File: src/rtl/dip_pkg.sv
// Shared types and defaults for the DiP systolic matmul: command kinds, sequencer states
// and the array/address sizes used by the datapath and PE array.
package dip_pkg;

  localparam int unsigned DipP     = 4;
  localparam int unsigned DipAddrW = 24;

  typedef enum logic [1:0] {
    CmdLdW = 2'd0,
    CmdLdA = 2'd1,
    CmdRdC = 2'd2,
    CmdWrC = 2'd3
  } cmd_kind_e;

  typedef enum logic [2:0] {
    StIdle,
    StWLoad,
    StAStream,
    StCRead,
    StCWrite,
    StFinish
  } state_e;

  // Command kind issued while the walker sits in a given state.
  function automatic cmd_kind_e state_kind(state_e st);
    cmd_kind_e kind;
    unique case (st)
      StAStream: kind = CmdLdA;
      StCRead:   kind = CmdRdC;
      StCWrite:  kind = CmdWrC;
      default:   kind = CmdLdW;
    endcase
    return kind;
  endfunction

endpackage

File: src/rtl/dip_nest_cnt.sv
// One level of the tile loop nest: a wrap counter from 0 to limit_i, exposing the value it
// will hold after this cycle so the parent can register addresses for the next command.
module dip_nest_cnt #(
  parameter int unsigned W = 4
) (
  input  logic         clk_i,
  input  logic         rst_ni,
  input  logic         clr_i,
  input  logic         en_i,
  input  logic [W-1:0] limit_i,
  output logic [W-1:0] count_o,
  output logic         last_o
);

  logic [W-1:0] count_q, count_d;

  assign last_o  = (count_q == limit_i);
  // count_o is the index of the command presented after the coming edge.
  assign count_o = count_d;

  always_comb begin
    count_d = count_q;
    if (clr_i) begin
      count_d = '0;
    end else if (en_i) begin
      count_d = last_o ? '0 : count_q + W'(1);
    end
  end

  always_ff @(posedge clk_i or negedge rst_ni) begin
    if (!rst_ni) begin
      count_q <= '0;
    end else begin
      count_q <= count_d;
    end
  end

endmodule

File: src/rtl/dip_tile_addr_gen.sv
// Tile walker for a PxP DiP array: loads weight tiles, streams A rows and reads/writes C
// rows, one registered memory command per handshake, looping j (K/P), i (N/P), h (M).
module dip_tile_addr_gen
  import dip_pkg::*;
#(
  parameter int unsigned P      = DipP,
  parameter int unsigned DIM_W  = 9,
  parameter int unsigned ADDR_W = DipAddrW
) (
  input  logic                   clk,
  input  logic                   rst_n,
  input  logic                   start,
  input  logic                   abort,
  input  logic [DIM_W-1:0]       M,
  input  logic [DIM_W-1:0]       N,
  input  logic [DIM_W-1:0]       K,
  input  logic [ADDR_W-1:0]      base_a,
  input  logic [ADDR_W-1:0]      base_w,
  input  logic [ADDR_W-1:0]      base_c,
  output logic                   busy,
  output logic                   done,
  output logic                   cmd_valid,
  input  logic                   cmd_ready,
  output cmd_kind_e              cmd_kind,
  output logic [ADDR_W-1:0]      cmd_addr,
  output logic [$clog2(P)-1:0]   cmd_row,
  output logic [$clog2(P)-1:0]   cmd_lane
);

  localparam int unsigned PW = $clog2(P);
  localparam logic [PW-1:0] PLast = PW'(P - 1);

  state_e            st_q, walk_st_d;
  logic [DIM_W-1:0]  m_q, n_q, k_q;
  logic [ADDR_W-1:0] ba_q, bw_q, bc_q;
  logic              busy_q, done_q, valid_q;
  cmd_kind_e         kind_q;
  logic [ADDR_W-1:0] addr_q, addr_d;
  logic [PW-1:0]     row_q, lane_q;

  logic              hs, start_ok, cnt_clr;
  logic              r_en, h_en, i_en, j_en;
  logic              c_last, r_last, h_last, i_last, j_last;
  logic [PW-1:0]     c_nxt, r_nxt;
  logic [DIM_W-1:0]  h_nxt, i_nxt, j_nxt;
  logic [DIM_W-1:0]  h_lim, i_lim, j_lim;
  logic [ADDR_W-1:0] i_off, j_off, c_off, r_off, h_ext, n_ext, k_ext;

  assign hs       = valid_q & cmd_ready;
  assign start_ok = start & ~abort & (st_q == StIdle);
  assign cnt_clr  = start_ok | abort;

  // Last flags chain inward-out: c wraps every P, r only in W_LOAD, h/i/j after a C row write.
  assign r_en = hs & (st_q == StWLoad) & c_last;
  assign h_en = hs & (st_q == StCWrite) & c_last;
  assign i_en = h_en & h_last;
  assign j_en = i_en & i_last;

  assign h_lim = m_q - DIM_W'(1);
  assign i_lim = (n_q >> PW) - DIM_W'(1);
  assign j_lim = (k_q >> PW) - DIM_W'(1);

  dip_nest_cnt #(.W(PW)) u_cnt_c (
    .clk_i   (clk),
    .rst_ni  (rst_n),
    .clr_i   (cnt_clr),
    .en_i    (hs),
    .limit_i (PLast),
    .count_o (c_nxt),
    .last_o  (c_last)
  );

  dip_nest_cnt #(.W(PW)) u_cnt_r (
    .clk_i   (clk),
    .rst_ni  (rst_n),
    .clr_i   (cnt_clr),
    .en_i    (r_en),
    .limit_i (PLast),
    .count_o (r_nxt),
    .last_o  (r_last)
  );

  dip_nest_cnt #(.W(DIM_W)) u_cnt_h (
    .clk_i   (clk),
    .rst_ni  (rst_n),
    .clr_i   (cnt_clr),
    .en_i    (h_en),
    .limit_i (h_lim),
    .count_o (h_nxt),
    .last_o  (h_last)
  );

  dip_nest_cnt #(.W(DIM_W)) u_cnt_i (
    .clk_i   (clk),
    .rst_ni  (rst_n),
    .clr_i   (cnt_clr),
    .en_i    (i_en),
    .limit_i (i_lim),
    .count_o (i_nxt),
    .last_o  (i_last)
  );

  dip_nest_cnt #(.W(DIM_W)) u_cnt_j (
    .clk_i   (clk),
    .rst_ni  (rst_n),
    .clr_i   (cnt_clr),
    .en_i    (j_en),
    .limit_i (j_lim),
    .count_o (j_nxt),
    .last_o  (j_last)
  );

  // State reached after a handshake in the current walk state.
  always_comb begin
    walk_st_d = st_q;
    if (c_last) begin
      unique case (st_q)
        StWLoad:   if (r_last) walk_st_d = StAStream;
        // The first reduction tile (i == 0) overwrites C, so no read-back.
        StAStream: walk_st_d = (i_nxt != '0) ? StCRead : StCWrite;
        StCRead:   walk_st_d = StCWrite;
        StCWrite: begin
          if (!h_last) begin
            walk_st_d = StAStream;
          end else if (i_last && j_last) begin
            walk_st_d = StFinish;
          end else begin
            walk_st_d = StWLoad;
          end
        end
        default: walk_st_d = st_q;
      endcase
    end
  end

  assign i_off = ADDR_W'(i_nxt) << PW;
  assign j_off = ADDR_W'(j_nxt) << PW;
  assign c_off = ADDR_W'(c_nxt);
  assign r_off = ADDR_W'(r_nxt);
  assign h_ext = ADDR_W'(h_nxt);
  assign n_ext = ADDR_W'(n_q);
  assign k_ext = ADDR_W'(k_q);

  always_comb begin
    unique case (walk_st_d)
      StWLoad:   addr_d = bw_q + (i_off + r_off) * k_ext + j_off + c_off;
      StAStream: addr_d = ba_q + h_ext * n_ext + i_off + c_off;
      default:   addr_d = bc_q + h_ext * k_ext + j_off + c_off;
    endcase
  end

  always_ff @(posedge clk or negedge rst_n) begin
    if (!rst_n) begin
      st_q    <= StIdle;
      m_q     <= '0;
      n_q     <= '0;
      k_q     <= '0;
      ba_q    <= '0;
      bw_q    <= '0;
      bc_q    <= '0;
      busy_q  <= 1'b0;
      done_q  <= 1'b0;
      valid_q <= 1'b0;
      kind_q  <= CmdLdW;
      addr_q  <= '0;
      row_q   <= '0;
      lane_q  <= '0;
    end else begin
      done_q <= 1'b0;
      if (abort) begin
        st_q    <= StIdle;
        busy_q  <= 1'b0;
        valid_q <= 1'b0;
      end else begin
        unique case (st_q)
          StIdle: begin
            if (start) begin
              m_q    <= M;
              n_q    <= N;
              k_q    <= K;
              ba_q   <= base_a;
              bw_q   <= base_w;
              bc_q   <= base_c;
              busy_q <= 1'b1;
              if (M == '0 || N == '0 || K == '0) begin
                st_q <= StFinish;
              end else begin
                // First command is always the weight word at (i,j,r,c) = 0.
                st_q    <= StWLoad;
                valid_q <= 1'b1;
                kind_q  <= CmdLdW;
                addr_q  <= base_w;
                row_q   <= '0;
                lane_q  <= '0;
              end
            end
          end
          StFinish: begin
            st_q <= StIdle;
            // busy still high here only on the empty-walk path, which has not pulsed done yet.
            if (busy_q) begin
              done_q <= 1'b1;
              busy_q <= 1'b0;
            end
          end
          default: begin
            if (hs) begin
              st_q <= walk_st_d;
              if (walk_st_d == StFinish) begin
                valid_q <= 1'b0;
                busy_q  <= 1'b0;
                done_q  <= 1'b1;
              end else begin
                kind_q <= state_kind(walk_st_d);
                addr_q <= addr_d;
                row_q  <= (walk_st_d == StWLoad) ? r_nxt : '0;
                lane_q <= c_nxt;
              end
            end
          end
        endcase
      end
    end
  end

  assign busy      = busy_q;
  assign done      = done_q;
  assign cmd_valid = valid_q;
  assign cmd_kind  = kind_q;
  assign cmd_addr  = addr_q;
  assign cmd_row   = row_q;
  assign cmd_lane  = lane_q;

endmodule
File: config.mk
export PLATFORM = sky130hd
export DESIGN_NAME = dip_tile_addr_gen
export DESIGN_NICKNAME = d
export VERILOG_FILES = /design/src/rtl/dip_pkg.sv /design/src/rtl/dip_nest_cnt.sv /design/src/rtl/dip_tile_addr_gen.sv
export SDC_FILE = /design/constraint.sdc
export NUM_CORES = 1
export LEC_CHECK = 0
export ABC_CLOCK_PERIOD_IN_PS = 14630
export CORE_ASPECT_RATIO = 0.6
export CORE_MARGIN = 1
export CORE_UTILIZATION = 55
export CTS_BUF_LIST = sky130_fd_sc_hd__clkbuf_8
export DETAILED_ROUTE_END_ITERATION = 6
export DONT_BUFFER_PORTS = 1
export PLACE_DENSITY = 0.7
export SLEW_MARGIN = 20
export SYNTH_ARGS = -nofsm -noshare
export SYNTH_HDL_FRONTEND = slang
export SYNTH_HIERARCHICAL = 1
export SYNTH_SLANG_ARGS = --single-unit
File: constraint.sdc
create_clock -name clk -period 14.63 [get_ports clk]
set_clock_uncertainty 0.2 [all_clocks]
set_input_delay 2.926 -clock clk [delete_from_list [all_inputs] [get_ports clk]]
set_output_delay 2.926 -clock clk [all_outputs]
set_load 0.005 [all_outputs]
After elaboration in Yosys (flattened, before gate mapping)
Cells that the tools add are included.

word-level totals
  register bits = 166
  word-level logic and storage cells = 150
  output and inout port bits = 33
  input port bits = 104

cells by class
  eq/ne operators = 21
  muxes and demuxes = 59
  multiply operators = 3
  reduce and logical (&&, ||, !) cells = 18
  bitwise logic cells = 12
  add/subtract/negate cells = 18

operators with widths
  operator               count
  $mux W24               4
  $pmux W24 S2           2
  $mux W9                9
  $add A24 B11 Y24       3
  $add A24 B2 Y24        3
  $add A24 B18 Y24       2
  $mul A9 B9 Y18         2
  $mux W2                15
  $add A9 B1 Y9 const B  3
  $eq A9 B9 Y1           3
  $logic_not A9 Y1       3
  $mux W3                9
  $add A24 B21 Y24       1
  $mul A12 B9 Y21        1
  $sub A7 B1 Y8 const B  2
  $add A11 B2 Y12        1
  $eq A3 B2 Y1 const B   4
  $eq A3 B3 Y1 const B   4
  $pmux W2 S2            3
  $pmux W3 S4            1
  $mux W1                11
  $and A1 B1 Y1          9
  $reduce_bool A9 Y1     1
  $sub A9 B1 Y9 const B  1
  20 further kinds       34

Logic depth before layout (Yosys ltp)
  depth after elaboration = 15
  mapped depth = 39

Modules after synthesis
Netlist, hierarchy kept.

modules (own cells, without submodules)
  module                      cells an instance  times used  seq. area each (um^2)  area each (um^2)
  dip_tile_addr_gen           2,021              1           3,378.2                18,137.4
  dip_nest_cnt (u_cnt_h ...)  60                 3           225.2                  549.3
  dip_nest_cnt (u_cnt_c ...)  14                 2           50.0                   126.4

Worst setup path after synthesis
Ideal clock, no wire load.

  kind = in2reg
  from = in cmd_ready
  to = reg addr_q[20] (netlist: cmd_addr[20])
  required time = 14.289 ns
  path slack = 5.182 ns
  buffers on the path = 2
  arrival time = 9.106 ns
  cell stages on the path = 29
  cell sequence = nand2_1 -> nor3_1 -> clkbuf_1 -> nand3_1 -> nor2_1 -> and3_1 -> xnor2_1 -> nor2_1 -> clkbuf_1 -> nand2_1 -> fa_1 -> inv_1 -> fa_1 -> inv_1 -> fa_1 -> inv_1 -> fa_1 -> inv_1 -> fa_1 -> inv_1 -> ha_1 -> nand3_1 -> o21ai_0 -> a21oi_1 -> o21ai_0 -> a31oi_1 -> xnor2_1 -> a22oi_1 -> a31oi_1

between the ends
  elaborated cells on any way between the ends = 44
  classes of those cells = add/sub (10); mul (3); eq/ne (4); mux (17); bitwise (7); reduce/logical (3)

RTL lines
  what                                 RTL line                                            text
  start: declaration                   dip_tile_addr_gen.sv:23                             input logic cmd_ready,
  $and A1 B1 Y1 (*)                    dip_tile_addr_gen.sv:49                             assign hs = valid_q & cmd_ready;
  $and A1 B1 Y1 (*) (2 in a row)       dip_tile_addr_gen.sv:55                             assign h_en = hs & (st_q == StCWrite) & c_last;
  net h_en                             dip_tile_addr_gen.sv:42                             logic r_en, h_en, i_en, j_en;
  $mux W9 (*)                          dip_nest_cnt.sv:25                                  end else if (en_i) begin
  $mux W9 (*)                          dip_nest_cnt.sv:23                                  if (clr_i) begin
  net h_nxt[7]                         dip_tile_addr_gen.sv:45                             logic [DIM_W-1:0] h_nxt, i_nxt, j_nxt;
  $mul A9 B9 Y18 (on tied branches)    dip_tile_addr_gen.sv:148, dip_tile_addr_gen.sv:147
  $add A24 B18 Y24 (on tied branches)  dip_tile_addr_gen.sv:148, dip_tile_addr_gen.sv:147
  $add A24 B11 Y24 (on tied branches)  dip_tile_addr_gen.sv:148, dip_tile_addr_gen.sv:147
  $add A24 B2 Y24 (on tied branches)   dip_tile_addr_gen.sv:148, dip_tile_addr_gen.sv:147
  $pmux W24 S2 (*)                     dip_tile_addr_gen.sv:145                            unique case (walk_st_d)
  $mux W24 (*)                         dip_tile_addr_gen.sv:209                            if (walk_st_d == StFinish) begin
  $mux W24 (*)                         dip_tile_addr_gen.sv:207                            if (hs) begin
  $pmux W24 S2 (*)                     dip_tile_addr_gen.sv:175                            unique case (st_q)
  end signal: assignment               dip_tile_addr_gen.sv:192                            addr_q <= base_w;
  end signal: assignment               dip_tile_addr_gen.sv:215                            addr_q <= addr_d;
  end: declaration                     dip_tile_addr_gen.sv:38                             logic [ADDR_W-1:0] addr_q, addr_d;

Mark *: on every way through the listed nets, which the timed path passes. The rest lies on a longest branch. The select of a mux whose other input is x is not followed.
A chain may end at the register's enable or synchronous reset.

Worst setup path after layout
  from = in cmd_ready
  to = reg addr_q[22] (netlist: cmd_addr[22])

Same word-level chain as after synthesis.

==> run metrics <==
status=finished with violations; failing checks=design-rule violations; DRT Pass-1 Iters=7; Sw Ratio=49.5%; worst slack at placement=4.09 ns; Crit. End Element=flip-flop; initial antenna violation count=1; post-DP HPWL=46,500 um; RSZ-0062 raised after global routing=no; Final Slew Violations=0; Starting Density=56.6%; Worst Tran Pin Value=1.10 ns; post-synthesis sequential area ratio=20.7%; Critical Path RT=14.84 ns; post_cts resized=0; CTS tree=built; vias in the first global route=15,700; crit path kind=input pin to flip-flop; Cells after Synth=~2,200; ANT nets after route=0; worst setup margin=4.53 ns; Yosys reg bits=166; commonest cells in the netlist=407 x inv_1, 267 x nand2_1, 244 x fa_1, 169 x ha_1, 166 x dfrtp_1; CP max stage delay=0.62 ns; Hold Path Class=flip-flop to flip-flop; # H-tree levels=4; Combinational Power Share=47.7%; IO Count=137; clk_lat worst skew=0.54 ns; CP arrival=10.31 ns; Avg WL per Cell=22.5 um; die area=37,200 um2; Cells after DPL=around 2,600; Clock power frac=15.4%; maximum number of pins on one net before global-route repair=167; Post-Synthesis Cell Area=20,000 um2; Avg Cell Area, Syn=8.99 um2; Worst-path clk slew=0.11 ns; Via Count=between 15,000 and 20,000; max-cap check violation count=0; yosys warns=6; sequential power share=roughly 37%; asr flop ratio synth=100%; Hold Buf Count CTS=0; Yosys cell types=71; setup TNS=0 ns; TritonCTS Sinks=166; Post-CTS Setup Inserts=0; GPL Wtd Cong=1.02; Layout Nets=about 2,700; final wirelength=about 60,000 um; CTS max path bufs=2; Min Clock Period, post-route=10.10 ns; total core area=35,400 um2; clk root buf=clkbuf_8; Synth top area share=24.4%; CTS buffer count=17; drt via density=~5.9; CP startpoint kind=input pin; grt total ovfl=0; starting DRC count in detailed routing=approximately 1,800; P per Cell Area=112 nW/um2; Max transition margin=26.7%; CP Buf/Inv Count=6; reg2reg setup slack=approximately 5.4 ns; layout cells sized above 1=7.95%; most used flip-flop cell after synthesis=dfrtp_1; CP Max Fanout=19; DRC viols=2; leak pwr=0.0107 uW; first-pass GRT wire length=94,200 um; worst-path cell with the longest stage delay=nor3_2; Non-Filler Instances=2,680; overall routing resource usage=33.8%; Sw Pwr=roughly 1200 uW; Hold Fails Final Rpt=0; Site Rows=53; IO buf count=0; Fillers=3,179; Synth area leader=fa_1; Worst VDD drop=roughly 0.00010 V; chip width=approximately 250 um; EDFF count, synth=0; Die Ht=between 100 and 150 um; diode count=0; CP delay by family, top=adder cells; most common cell in the netlist=inv_1; Highest Clock Rate=99.1 MHz; synth-to-layout area growth=4.56%; fin crit share=69.0%; final setup fails=0; P_int=around 1200 uW; Area contributors post-synth=fa_1 24%, dfrtp_1 21%, ha_1 11%
## power groups by stage
| stage | Sequential, uW | Clock (uW) | Combinational (uW) |
|---|---|---|---|
| 2_1_floorplan | 718 | 0 | 837 |
| 3_3_place_gp | 861 | 0 | 1060 |
| 3_5_place_dp | 864 | 0 | 1080 |
| 4_1_cts | 856 | 368 | 1090 |
| 5_1_grt | 882 | 387 | 1230 |
| 6_report | 865 | 362 | 1120 |
## registers in the layout, indices dropped and copies added (netlist names), 3 cells and up
name and flops:
st_q 3, ba_q 24, u_cnt_i/count_q 9, u_cnt_h/count_q 9, n_q 9, k_q 9
bc_q 24, m_q 9, cmd_addr 24, u_cnt_j/count_q 9, bw_q 24
## worst min-delay path, stage by stage, from the launching register on
cell and delay, ns:
dfrtp_1 0.39, nand2_1 0.06, nand2_1 0.05
## area by class of cell
type / count / area [um2] / share of cell area [%]
inverters: 412 / 1550 / 7.38
well taps: 467 / 584 / 2.79
clock inverters: 15 / 169 / 0.806
flip-flops and latches: 166 / 4150 / 19.8
clock buffers: 17 / 234 / 1.12
multi-input cells: 1572 / 14000 / 67.0
repair buffers: 31 / 233 / 1.11
## stage by stage
stage,power (uW),instance area (um2),hold slack (ns),util (%)
detailed placement,1950,20500,0.291,58.0
global route,2500,21000,0.350,59.2
floorplan,1550,20100,0.261,-
CTS,2320,20900,0.322,59.1
finish,2340,21000,0.314,59.2
global placement,1920,20500,0.290,58.0
## cell families after synthesis
family | count (synthesis) | share of synthesized area, %
other cells | 1 | 0.0187
simple gates | 634 | 15.6
flops | 166 | 20.7
compound gates | 330 | 10.2
mux | 70 | 3.93
buf+inv | 504 | 9.75
fa+ha+maj | 413 | 34.9
xor+xnor | 111 | 4.85
## path summary, 6_finish.rpt
| kind | from | to | cells after the start |
|---|---|---|---|
| setup / recovery | cmd_ready | cmd_addr[22]$_DFFE_PN0P_ | 28 |
| hold / removal | cmd_lane[0]$_DFFE_PN0P_ | cmd_lane[0]$_DFFE_PN0P_ | 2 |
| setup reg to reg | m_q[2]$_DFFE_PN0P_ | cmd_addr[22]$_DFFE_PN0P_ | 34 |
| hold reg to reg | cmd_lane[0]$_DFFE_PN0P_ | cmd_lane[0]$_DFFE_PN0P_ | 2 |
| max in group asynchronous | rst_n | n_q[2]$_DFFE_PN0P_ | 0 |
| min in group asynchronous | rst_n | ba_q[9]$_DFFE_PN0P_ | 0 |
## layer usage
layer  GRT usage (%)  share of wire [%]  vias to the layer above
li1                -                  -                     7034
met1            52.6                 47                     7778
met2            45.4                 39                      916
met3            10.0                 12                       63
met4            7.55                1.5                        0
met5               0                  0                        -
## cells in the final DEF, fill, tap and decap left out, types with 9 or more instances in the layout
cell	instances
a211oi_1	15
a21o_1	26
a21oi_1	75
a22oi_1	9
a31oi_1	20
and2_1	116
and3_1	13
buf_4	31
clkbuf_8	17
conb_1	14
dfrtp_1	166
fa_1	244
ha_1	169
inv_1	407
mux2_2	70
nand2_1	267
nand3_1	34
nand4_1	17
nor2_1	83
nor3_1	18
nor4_1	12
o21ai_0	91
o21ai_1	19
o31ai_1	9
or3_1	20
xnor2_1	37
xor2_1	74
Note: power is estimated with default switching activity, not from simulation.
